### src/rtl/cube_scaled_seq_if.sv
// Handshake bundle for cube_scaled_seq: start/operand in, result/status out.
interface cube_scaled_seq_if #(
    parameter int W = 27
);
    logic         st;
    logic [W-1:0] ROOT;
    logic [W-1:0] BIN;
    logic         ovf;
    logic         busy;
    logic         ok;

    modport master (output st, ROOT, input BIN, ovf, busy, ok);
    modport slave  (input st, ROOT, output BIN, ovf, busy, ok);
endinterface

### src/rtl/cube_scaled_seq.sv
// Sequential BIN = floor(ROOT^3 / M): two shift-add multiplies, then a
// restoring divide by the constant M, all under one FSM.
module cube_scaled_seq #(
    parameter int          W = 27,
    parameter logic [49:0] M = 50'h38D7EA4C68000
) (
    input logic              clk,
    input logic              rst_n,
    cube_scaled_seq_if.slave bus
);
    localparam int P1W = 2 * W;
    localparam int P2W = 3 * W;
    localparam logic [5:0] CNT_LAST = 6'(W - 1);
    localparam logic [5:0] DIV_END  = 6'd32;

    typedef enum logic [2:0] {IDLE, MUL1, MUL2, DIV, DONE} state_t;

    state_t         state, state_nxt;
    logic [W-1:0]   r;
    logic [P1W-1:0] p1;
    logic [P2W-1:0] p2;
    // Remainder stays below M < 2^50; the 51-bit value only exists as the trial.
    logic [49:0]    rem;
    logic [31:0]    q;
    logic [5:0]     cnt;
    logic [W-1:0]   bin_q;
    logic           ovf_q;

    logic [P1W-1:0] p1_add;
    logic [P2W-1:0] p2_nxt;
    logic [50:0]    trial;
    logic [49:0]    rem_nxt;
    logic           bit_in;
    logic           ge;

    always_ff @(posedge clk or negedge rst_n) begin
        if (!rst_n) state <= IDLE;
        else        state <= state_nxt;
    end

    always_comb begin
        state_nxt = state;
        case (state)
            IDLE:    if (bus.st) state_nxt = MUL1;
            MUL1:    if (cnt == CNT_LAST) state_nxt = MUL2;
            MUL2:    if (cnt == CNT_LAST) state_nxt = DIV;
            DIV:     if (cnt == DIV_END) state_nxt = DONE;
            DONE:    state_nxt = bus.st ? MUL1 : IDLE;
            default: state_nxt = IDLE;
        endcase
    end

    always_comb begin
        p1_add  = r[cnt[4:0]] ? ({{W{1'b0}}, r} << cnt) : '0;
        p2_nxt  = p2 + (r[cnt[4:0]] ? ({{W{1'b0}}, p1} << cnt) : '0);
        bit_in  = p2[5'd31 - cnt[4:0]];
        trial   = {rem, bit_in};
        ge      = trial >= {1'b0, M};
        rem_nxt = 50'(ge ? (trial - {1'b0, M}) : trial);
    end

    always_ff @(posedge clk or negedge rst_n) begin
        if (!rst_n) begin
            r     <= '0;
            p1    <= '0;
            p2    <= '0;
            rem   <= '0;
            q     <= '0;
            cnt   <= '0;
            bin_q <= '0;
            ovf_q <= 1'b0;
        end else begin
            case (state)
                IDLE, DONE: if (bus.st) begin
                    r   <= bus.ROOT;
                    p1  <= '0;
                    p2  <= '0;
                    rem <= '0;
                    q   <= '0;
                    cnt <= '0;
                end
                MUL1: begin
                    p1  <= p1 + p1_add;
                    cnt <= (cnt == CNT_LAST) ? '0 : cnt + 6'd1;
                end
                MUL2: begin
                    p2 <= p2_nxt;
                    // Upper 49 dividend bits are already below M, so they seed the remainder.
                    if (cnt == CNT_LAST) begin
                        cnt <= '0;
                        rem <= {1'b0, p2_nxt[P2W-1:32]};
                    end else begin
                        cnt <= cnt + 6'd1;
                    end
                end
                DIV: begin
                    if (cnt == DIV_END) begin
                        bin_q <= (|q[31:W]) ? {W{1'b1}} : q[W-1:0];
                        ovf_q <= |q[31:W];
                    end else begin
                        rem <= rem_nxt;
                        q   <= {q[30:0], ge};
                        cnt <= cnt + 6'd1;
                    end
                end
                default: ;
            endcase
        end
    end

    assign bus.BIN  = bin_q;
    assign bus.ovf  = ovf_q;
    assign bus.busy = (state == MUL1) || (state == MUL2) || (state == DIV);
    assign bus.ok   = (state == DONE);
endmodule

### src/flat_wrapper.sv
// flat-port wrapper written by rule: the top's interface ports become plain ports
module cube_scaled_seq_flat 
#(
    parameter int          W = 27,
    parameter logic [49:0] M = 50'h38D7EA4C68000
)
  (clk, rst_n, bus_st, bus_ROOT, bus_BIN, bus_ovf, bus_busy, bus_ok);
  cube_scaled_seq_if #(.W(W)) bus_i ();
  input logic clk;
  input logic rst_n;
  input wire logic [$bits(bus_i.st)-1:0] bus_st;
  input wire logic [$bits(bus_i.ROOT)-1:0] bus_ROOT;
  output wire logic [$bits(bus_i.BIN)-1:0] bus_BIN;
  output wire logic [$bits(bus_i.ovf)-1:0] bus_ovf;
  output wire logic [$bits(bus_i.busy)-1:0] bus_busy;
  output wire logic [$bits(bus_i.ok)-1:0] bus_ok;
  assign bus_i.st = bus_st;
  assign bus_i.ROOT = bus_ROOT;
  assign bus_BIN = bus_i.BIN;
  assign bus_ovf = bus_i.ovf;
  assign bus_busy = bus_i.busy;
  assign bus_ok = bus_i.ok;
  cube_scaled_seq #(.W(W), .M(M)) u_core (.clk(clk), .rst_n(rst_n), .bus(bus_i));
endmodule
### config.mk
export PLATFORM = sky130hd
export DESIGN_NAME = cube_scaled_seq_flat
export DESIGN_NICKNAME = d
export VERILOG_FILES = /design/src/rtl/cube_scaled_seq_if.sv /design/src/rtl/cube_scaled_seq.sv /design/src/flat_wrapper.sv
export SDC_FILE = /design/constraint.sdc
export NUM_CORES = 1
export LEC_CHECK = 0
export CAP_MARGIN = 20
export CELL_PAD_IN_SITES_DETAIL_PLACEMENT = 0
export CELL_PAD_IN_SITES_GLOBAL_PLACEMENT = 2
export CORE_ASPECT_RATIO = 0.8
export CORE_MARGIN = 1
export CORE_UTILIZATION = 35
export DETAILED_ROUTE_END_ITERATION = 7
export GPL_ROUTABILITY_DRIVEN = 0
export PLACE_DENSITY = 0.79
export SETUP_SLACK_MARGIN = 0.02
export SKIP_LAST_GASP = 1
export SLEW_MARGIN = 30
export SYNTH_ARGS = -nofsm -noshare
export SYNTH_HDL_FRONTEND = slang
export SYNTH_SLANG_ARGS = --single-unit
### constraint.sdc
create_clock -name clk -period 5 [get_ports clk]
set_clock_uncertainty 0.05 [all_clocks]
set_input_delay 1.25 -clock clk [delete_from_list [all_inputs] [get_ports clk]]
set_output_delay 1.25 -clock clk [all_outputs]
set_load 0.02 [all_outputs]
==> flow_metrics.py, run 1 <==
metrics = {
    "timing": {
        "achievable-frequency_ghz": 0.186,
        "worst-slew-pin-transition_ps": 851,
        "layout_worst_path_cycle_share_pct": 108,
        "final-hold-violation-count": 0,
        "slew_margin_rel_pct": 43.2,
        "grt_setup_unrepaired": "yes",
        "final-setup-viol-count": 85,
        "timing.final.ws_setup_ps": -388,
        "report.final.slew_viol_count": 0,
        "fin_crit_ps": 5390,
    },
    "global_routing": {
        "globalRouteTotalUtil_pct": 27.5,
        "maximum_number_of_pins_on_one_net_before_global_route_repair": 135,
        "first_global_vias": 27300,
        "gr-total-overflow": 0,
        "grt_first_pass_wirelength_mm": 162,
        "grt_antenna_before_repair": 3,
    },
    "power": {
        "comb_power_share_pct": 1.4,
        "power_frac_clock_pct": 54.0,
        "total_switching_power_mw": 1.20,
        "power.density_cell_area_nw_per_um2": 143,
        "sequential_share_of_power_pct": 44.5,
        "internal_power_mw": 3.91,
        "worst_ir_drop_vdd_v": 0.000190,
        "power.total_mw": 5.11,
        "power.share.switching_pct": 23.4,
        "cellLeakagePower_nw": 17.1,
    },
    "critical_path": {
        "required_ps": 5470,
        "timing.rr.start": "u_core.cnt[0]",
        "critPathKind": "register to register",
        "worst-path-max-fanout": 8,
        "worst_setup_path_end_kind": "register",
        "regToRegSetupSlack_ps": -390,
        "startpoint_type": "register",
        "crit_path_arrival_time_ps": 5860,
        "critical_path.startpoint": "u_core.cnt[0]",
    },
    "clock_network": {
        "cts_inserted_buffers": 37,
        "clk_pin_slew_ps": 60,
        "cts-root-buf": "clkbuf_16",
        "clock_tree.htree_level_count": 2,
        "tritoncts": "done",
        "clock_sink_count": 281,
        "cts_hold_buffers": 0,
        "clockBufferDepth": 3,
        "clk_latency_ps": 590,
    },
    "route": {
        "wire_per_inst_um": 21.3,
        "drt_wl_total_mm": 106,
        "ant_nets": 0,
        "vias": 28600,
        "initialDrtViolationCount": 3035,
        "drcViolationCount": 0,
        "drt-vias-per-instance": 5.74,
        "detailedRoute.firstPassIterationCount": 8,
    },
    "floorplan": {
        "die-area_um2": 74900,
        "die_x_um": 306,
        "die_y_um": 245,
        "top_level_ports": 60,
        "std_cell_rows": 88,
        "starting_utilization_of_the_core_area_pct": 35.6,
        "placeableCoreArea_um2": 72600,
    },
    "worst_hold_path": {
        "min-delay-start": "u_core.p2[64]",
        "holdCritPathClass": "register to register",
    },
    "status": {
        "violated_checks": "setup timing",
        "outcome": "finished, violations left",
    },
    "placed_design": {
        "count_of_buffers_from_port_buffering": 59,
        "place.detailed.instances": 4836,
        "detailedPlacementHpwl_mm": 81.2,
    },
    "synth": {
        "async_reset_ff_share_pct": 100,
        "mappedNetlistNets": 3486,
        "synthesis.area_per_instance_um2": 7.78,
        "synthesis.instances": 3317,
        "yosysSeqAreaShare_pct": 27.2,
        "synth.lib_cells_used.distinct": 92,
        "flip_flop_and_latch_count_after_synthesis": 281,
        "ys_dominant_reg_cell": "dfrtp_1",
        "syn-cell-area_um2": 25800,
        "number_of_enable_flip_flop_cells_after_synthesis": 0,
        "yosys_warnings": 0,
    },
    "layout": {
        "ff_latch_area_um2": 7040,
        "area_growth_syn_to_layout_pct": 38.5,
        "fillerInstances": 6990,
        "drive_above_1_share_pct": 30.3,
        "area_of_the_multi_input_gates_um2": 19000,
        "finish.cell_count_without_fillers": 4978,
        "final_nets": 4175,
    },
    "job": {
        "max-cap-violations": 0,
    },
}
## power by group through the flow
stage	combinational, mW	clock [mW]	sequential, mW
after floorplan	0.000370	0	2.32
after global placement	0.0759	0	2.32
after detailed placement	0.0774	0	2.32
after CTS	0.0779	2.83	2.27
after global routing	0.0848	2.92	2.27
final	0.0736	2.76	2.28
## synth_stat cells (all sizes together), types with 19 or more instances
cell    count  area share [%]
o22ai      24            0.58
mux2       30             1.3
o21a       30            0.87
nor2      363             5.3
a22oi      45             1.3
mux2i      86             3.3
nand3      71             1.4
inv        46            0.67
o22a       44             1.5
nand4      44             1.1
ha        137             6.6
a211oi     48             1.4
clkbuf    174             2.5
and2       19            0.46
mux4       58             5.1
o21ai     308             6.0
xnor2      73             2.5
nor2b      45             1.1
a31oi      30            0.81
nor3       51            0.99
a21oi     206             4.0
xor2       75             2.5
nand2b     21            0.51
a22o       26            0.88
buf        56             1.1
nand2     607             8.8
o21bai     25            0.73
dfrtp     281              27
a21o      101             2.9
## flip-flops by register name (all words and copies together), names as in the netlist
signal and count:
u_core.bus.BIN 27, u_core.bus.ovf 1, u_core.cnt 6, u_core.p1 54, u_core.p2 81, u_core.q 32, u_core.r 27, u_core.rem 50
u_core.state 3
## what timing repair did
| action | in CTS | in global routing |
|---|---|---|
| pin swaps | 41 | 39 |
| hold endpoints to repair | 0 | 0 |
| setup buffers | 46 | 30 |
| endpoints found under the setup margin | 98 | 117 |
| cloned | 2 | 2 |
| gates resized for setup | 192 | 145 |
## critical path, cell delays in order, from the launching register on
cell      delay, ps
dfrtp_4         510
buf_6           140
mux4_2          420
mux4_2          620
o21ai_4         190
nand2b_4        210
buf_12          140
buf_8           110
nor2b_1          50
ha_1            300
nand4_1         170
buf_4           200
nor4_4          300
nand2_1         110
nor2_2          150
a211oi_4        110
o31ai_4         370
a21boi_4        130
o41ai_4         330
a21o_1          250
mux2i_2         270
o22a_1          170
## kinds of logic (layout without fill, tap and decap cells)
| logic type | after synthesis | in the layout | synth area share (%) |
|---|---|---|---|
| compound gates | 1005 | 1005 | 25.2 |
| xor+xnor | 148 | 148 | 5.02 |
| fa+ha+maj | 139 | 139 | 6.79 |
| mux | 174 | 174 | 9.73 |
| flops | 281 | 281 | 27.2 |
| simple gates | 1293 | 1293 | 21.7 |
| other cells | 0 | 3 | 0 |
| buf+inv | 277 | 990 | 4.33 |
## stage by stage
step	setup WS [ps]	utilization [%]	instance area, µm²	setup TNS (ps)	hold WS, ps
2_1_floorplan	22.6	-	25900	0	402
3_3_place_gp	-667	44.8	32500	-24870	416
3_5_place_dp	-708	44.8	32500	-26700	422
4_1_cts	-249	48.1	34900	-5660	438
5_1_grt	-530	49.3	35800	-28030	458
6_report	-388	49.3	35800	-13510	433
## per-layer routing
metal	track usage [%]	part of all wire (%)	vias to the layer above
li1	-	-	13300
met1	41.2	47	14000
met2	38.9	41	1108
met3	6.91	9.8	133
met4	6.40	2.0	2
met5	0.258	0.012	-
## final timing paths
kind,endpoint,depth (start not counted)
worst max register to register,u_core.rem[39],21
max in group asynchronous,u_core.p2[37],2
worst min-delay path,u_core.p2[64],2
worst max-delay path,u_core.rem[39],21
min in group asynchronous,u_core.r[19],1
worst min register to register,u_core.p2[64],2
## cell type report
class / count / share of cell area (%)
multi-input combinational: 2759 / 53.1
timing repair buffer: 880 / 20.0
sequential: 281 / 19.7
tap: 945 / 3.31
clock buffer: 50 / 2.78
clock inverter: 13 / 0.605
inverter: 47 / 0.493
antenna: 3 / 0.0210
## placed cells by master (no fill, tap or decap), types with 21 or more instances in the layout
cell type        synthesis  layout
nor3_1                  51      41
nand2_1                607     599
buf_6                    3      21
o21ai_0                293     237
a211oi_1                47      31
mux2_2                  30      30
a21oi_1                205     171
dfrtp_1                281     275
nand3_1                 71      67
nor2_1                 362     329
nand4_1                 44      44
clkdlybuf4s50_1          0      58
mux4_2                  56      56
o21bai_1                25      22
a21o_1                 101     101
buf_4                    7     776
clkbuf_16                0      39
o21ai_1                 14      49
nor2_2                   1      27
nor2b_1                 45      39
a22oi_1                 45      45
xnor2_1                 73      69
mux2i_1                 86      71
o21a_1                  30      30
a22o_1                  26      26
xor2_1                  75      73
ha_1                   137     122
o22a_1                  44      44
inv_1                   44      42
a21oi_2                  1      33
Power figures use the tool's default switching activity.
==> run 2, diff against run 1 <==
PLACE_DENSITY = not set   (was 0.79)
PLACE_DENSITY_LB_ADDON = 0.3   (was not set)
==> run 2 against run 1 <==
Net effect:
- the flow still finishes with violations (setup timing)
- maximum frequency grew 0.27%
- register-to-register slack is essentially flat
- worst setup slack gained 15 ps
- critical path depth grew 6
- non-clock buffer count grew 88
==> flow_metrics.py, run 2 (synthesis results as in run 1) <==
metrics = {
    "timing": {
        "worst-slew-pin-transition_ps": 1080,
        "final-hold-violation-count": 0,
        "layout_worst_path_cycle_share_pct": 107,
        "achievable-frequency_ghz": 0.186,
        "final-setup-viol-count": 84,
        "grt_setup_unrepaired": "yes",
        "report.final.slew_viol_count": 0,
        "fin_crit_ps": 5370,
        "tns_ps": -16370,
        "timing.final.ws_setup_ps": -374,
        "hold_ws_ps": 439,
        "slew_margin_rel_pct": 27.7,
    },
    "critical_path": {
        "critPathKind": "register to register",
        "regToRegSetupSlack_ps": -370,
        "endpoint_of_the_lowest_slack_register_to_register_path": "u_core.rem[44]",
        "reg2reg_depth": 27,
        "required_ps": 5400,
        "worst-path-max-fanout": 8,
        "timing.critical_path.mode_cell": "buf_6",
        "timing.rr.start": "u_core.cnt[0]",
        "critical-path-slowest-cell": "dfrtp_4",
        "worst_setup_path_end_kind": "register",
        "crit_path_arrival_time_ps": 5780,
        "critical_path.startpoint": "u_core.cnt[0]",
        "timing.critical_path.slowest_cell_delay_ps": 530,
        "startpoint_type": "register",
    },
    "global_routing": {
        "maximum_number_of_pins_on_one_net_before_global_route_repair": 102,
        "grt_first_pass_wirelength_mm": 165,
        "globalRouteTotalUtil_pct": 28.1,
        "grt_antenna_before_repair": 0,
        "gr-total-overflow": 0,
        "grt_use_met3_pct": 5.74,
        "met2_usage_pct": 40.6,
        "globalRoute.busiestLayer": "met1",
        "first_global_vias": 27800,
        "grtUsageMet1_pct": 42.3,
    },
    "job": {
        "max-cap-violations": 0,
    },
    "layout": {
        "post-route-cell-area_um2": 38200,
        "regMostFlops": "u_core.p2",
        "largest_register_ffs": 81,
        "area_growth_syn_to_layout_pct": 48.0,
        "largest_registers": "u_core.p2 (81), u_core.p1 (54), u_core.rem (50)",
        "drive_above_1_share_pct": 35.8,
        "mostFrequentLayoutCells": "buf_4, nand2_1, nor2_1",
        "most_common_library_cell_in_the_layout_ignoring_fill_and_taps": "buf_4",
        "insertedDiodeCount": 0,
        "final_nets": 4263,
    },
    "floorplan": {
        "std_cell_rows": 88,
        "die-area_um2": 74900,
        "starting_utilization_of_the_core_area_pct": 35.6,
        "top_level_ports": 60,
        "placeableCoreArea_um2": 72600,
        "die_x_um": 306,
        "die_y_um": 245,
    },
    "placed_design": {
        "detailedPlacementHpwl_mm": 82.0,
        "count_of_buffers_from_port_buffering": 59,
        "placedInstanceArea_um2": 32800,
    },
    "worst_hold_path": {
        "hold-path-cell-count": 2,
        "holdCritPathClass": "register to register",
        "hold-path-endpoint": "u_core.q[6]",
        "min-delay-start": "u_core.q[5]",
    },
    "route": {
        "detailedRoute.firstPassIterationCount": 7,
        "drcViolationCount": 0,
        "drt_wl_total_mm": 110,
        "drt-vias-per-instance": 5.74,
        "ant_nets": 0,
        "initialDrtViolationCount": 2818,
        "vias": 29100,
        "wire_per_inst_um": 21.7,
    },
    "status": {
        "outcome": "finished, violations left",
        "violated_checks": "setup timing",
    },
    "clock_network": {
        "clock_sink_count": 281,
        "cts_inserted_buffers": 37,
        "tritoncts": "done",
        "cts_hold_buffers": 0,
        "clock_tree.htree_level_count": 2,
        "clk_latency_ps": 580,
        "clockBufferDepth": 3,
        "clk_pin_slew_ps": 60,
        "cts-root-buf": "clkbuf_16",
    },
    "power": {
        "worst_ir_drop_vdd_v": 0.000205,
        "cellLeakagePower_nw": 18.1,
        "power.density_cell_area_nw_per_um2": 137,
        "power.total_mw": 5.23,
    },
}
-- run 2: cell types whose count changed in the layout (fill, tap and decap cells not counted), moves of 9 or more --
cell and delta:
nand2_1 -17, nand2_2 +11, ha_4 +14, nor2_1 -15, buf_6 +64, buf_4 +15, o21ai_2 +15, xnor2_1 -12
o21ai_0 -37, ha_1 -16, a21oi_2 +9, a21oi_1 -16, o21ai_1 +17, nor2_4 +14
-- run 2: worst max-delay path by stage --
stage | end | slack [ps] | depth (start not counted)
global route | u_core.rem[39] | -560 | 22
detailed placement | u_core.rem[42] | -880 | 22
floorplan | u_core.rem[39] | 20 | 25
finish | u_core.rem[44] | -370 | 27
global placement | u_core.rem[44] | -890 | 22
CTS | u_core.rem[42] | -360 | 25
-- run 2: critical path, delay by kind of cell (launching register included) --
kind	cells	cell delay [ps]
compound gates	11	2210
buf+inv	9	1300
flops	1	530
simple gates	4	480
mux	1	340
fa+ha+maj	1	220
xor+xnor	1	90
-- run 2: what timing repair did --
item	4_1_cts	5_1_grt
resized for setup	298	386
endpoints found under the setup margin	112	125
buffers inserted	67	87
pin swaps	82	204
gates cloned	3	2
-- run 2: through the flow --
step | setup WS [ps] | util [%] | cells
after floorplan | 22.6 | - | 3317
after global placement | -895 | 45.2 | 4864
after detailed placement | -885 | 45.2 | 4864
after CTS | -362 | 49.6 | 4997
after global routing | -558 | 52.7 | 5067
final | -374 | 52.7 | 5067
-- run 2: layout make-up --
type                            count  area, µm²
Clock buffer                       49       1040
Sequential cell                   281       7050
Tap cell                          945       1180
Timing Repair Buffer              968       8170
Fill cell                        6688      34300
Clock inverter                     18        254
Inverter                           47        179
Multi-Input combinational cell   2759      20300
-- run 2: metal layers --
layer	vias to the layer above	share of wire (%)
li1	13500	-
met1	14300	47
met2	1099	42
met3	166	8.4
met4	2	2.3
met5	-	0.054
-- run 2: power breakdown --
group	internal (mW)	switching, mW
clock	1.73	1.15
sequential	2.27	0
combinational	0.0236	0.0510
total	4.03	1.20
==> patch: new RTL, flow settings as in run 2 <==
The 5 states of `state_t` get a Gray code encoding in 3 bits.
--- a/src/rtl/cube_scaled_seq.sv
+++ b/src/rtl/cube_scaled_seq.sv
@@ -14,5 +14,5 @@
     localparam logic [5:0] DIV_END  = 6'd32;
 
-    typedef enum logic [2:0] {IDLE, MUL1, MUL2, DIV, DONE} state_t;
+    typedef enum logic [2:0] {IDLE = 3'b000, MUL1 = 3'b001, MUL2 = 3'b011, DIV = 3'b010, DONE = 3'b110} state_t;
 
     state_t         state, state_nxt;
Function: same outputs for any inputs over 4 cycles, from zero or initial values and one cycle with rst_n low; so few cycles prove little.
==> patch against run 2 <==
- the flow still finishes with violations (negative setup slack)
- setup slack improved by 110 ps
- critical path depth fell by 7
- sequential cell count did not move
- final area fell by 2.6%
- area after synthesis fell by 0.75%
- routed wire length rose by 0.40%
- critical path type unchanged
Power is left out: the tool's default activity adds up to more than one toggle a clock period on the data nets, which glitch-free logic cannot reach.
==> patch: results (changes against run 2) <==
- The clock-cell share of area is 3.448% (+0.059 points).
- The setup slack at placement is -994.7 ps (-109.9 ps).
- The first-pass GRT wire length is 166500 um (+0.79%).
- The final reports fail on negative setup slack.
- The routed length on met3 came to 8987 um (-2.4%).
- The maximum number of pins on one net before global-route repair came to 92 (-9.8%).
- Sorting the synthesized cells by how often they occur yields 460 x nand2_1, 367 x nor2_1, 281 x dfrtp_1.
- The path depth of the worst reg2reg path is 20 (-26%).
- The fraction of standard cell area in multi-input logic is 53.36% (+0.13 points).
- The area of placed instances is 32420 um^2 (-1.1%).
- The reg-to-reg endpoint is u_core.rem[39].
- The number of distinct library cell variants in the gate-level netlist after synthesis is 79 (-14%).
- The layout cell share with drive strength beyond 1 is 35.94% (+0.11 points).
- The normalized max-slew margin is 36.65% (+8.9 points).
- The instance count after placement with tap cells included is 4726 (-2.8%).
- The setup TNS was -4576 ps (+11790 ps).
- The flip-flop and latch area came to 7044 um^2 (about the same).
- The total of clock buffers placed in the layout is 48 (-2.0%).
- The synthesized net count came to 3384 (-2.9%).
- The number of sequential storage elements is 281 (unchanged).
- The proportion of synthesized chip area in sequential cells is 27.44% (+0.21 points).
- The total global routing track utilization is 28.48% (+0.42 points).
- The sequential share of cell area is 18.92% (+0.48 points).
- The worst hold path begins at u_core.p2[74].
- The compound-cell area share of the yosys netlist came to 25.42% (+0.18 points).
- The run finished, with violations left.
- The count of non-CTS buffers in the layout is 908 (-6.2%).
- The proportion of final cell area spent on non-clock buffers is 20.52% (-0.86 points).
- The number of global-route vias before repair is 27787 (+0.025%).
- The number of gates resized after CTS is 302 (+1.3%).
- Ranked by total cell area, the synthesized netlist is headed by dfrtp_1 27%, nand2_1 6.7%, ha_1 6.7%.
- The total half-perimeter wirelength after legalization and detailed placement came to 82330 um (+0.44%).
- The number of nets in the final layout is 4104 (-3.7%).
- The wire length per cell came to 22.45 um (+3.6%).
- The number of fill cells in the layout is 6776 (+1.3%).
- The number of buffers created by CTS was 38 (+2.7%).
- The total setup violations reported at the end of the flow is 46 (-45%).
- The wire length reported by the detailed router is 110200 um (+0.40%).
- The number of antenna violations at the first check in global routing is 2 (+2).
- The post-layout worst setup margin is -268.2 ps (+105.3 ps).
- The multiplexer fraction of the synthesized cell area is 11.29% (+1.6 points).
- The area share of xor/xnor cells in the synthesized design is 5.161% (+0.14 points).
- The cell with the largest stage delay on the worst path is or4_4.
- The post-CTS setup buffer count is 64 (-4.5%).
- The total via count in the routed design is 28696 (-1.3%).
- The number of antenna cells inserted is 1 (+1).
- The maximum net fanout on the critical path is 6 (-2).
- The adder-cell share of the synthesized area is 6.845% (+0.051 points).
- The DRC marker count from the first detailed-route iteration is 3103 (+10%).
- The minimum hold slack is 441.9 ps (+2.703 ps).
==> patch: routing by layer <==
layer | GRT usage (%) | vias to the layer above
li1 | - | 13178
met4 | 5.704 | 2
met5 | 0 | -
met2 | 42.47 | 1176
met1 | 43.00 | 14217
met3 | 4.428 | 123
==> patch: kinds of logic after synthesis <==
logic type | Yosys count
buffers and inverters | 284
AND/OR/NAND/NOR | 1138
adder cells (fa/ha/maj) | 139
flip-flops | 281
XOR/XNOR | 151
multiplexers | 211
AO/OA/AOI/OAI | 1011
==> patch: worst register-to-register path, cell delays in order, from the launching register on <==
cell and delay (ps):
dfrtp_4 500, buf_6 140, mux4_2 430, mux4_2 580, o21ai_4 200, nand2b_4 220
buf_12 160, o22ai_2 130, ha_4 310, nand4_1 180, or4_4 590, o221ai_4 190
a21oi_2 60, or2_4 250, o31ai_4 120, a21oi_4 150, buf_4 160, buf_6 120
o21ai_2 160, mux2i_2 110, a221o_1 330
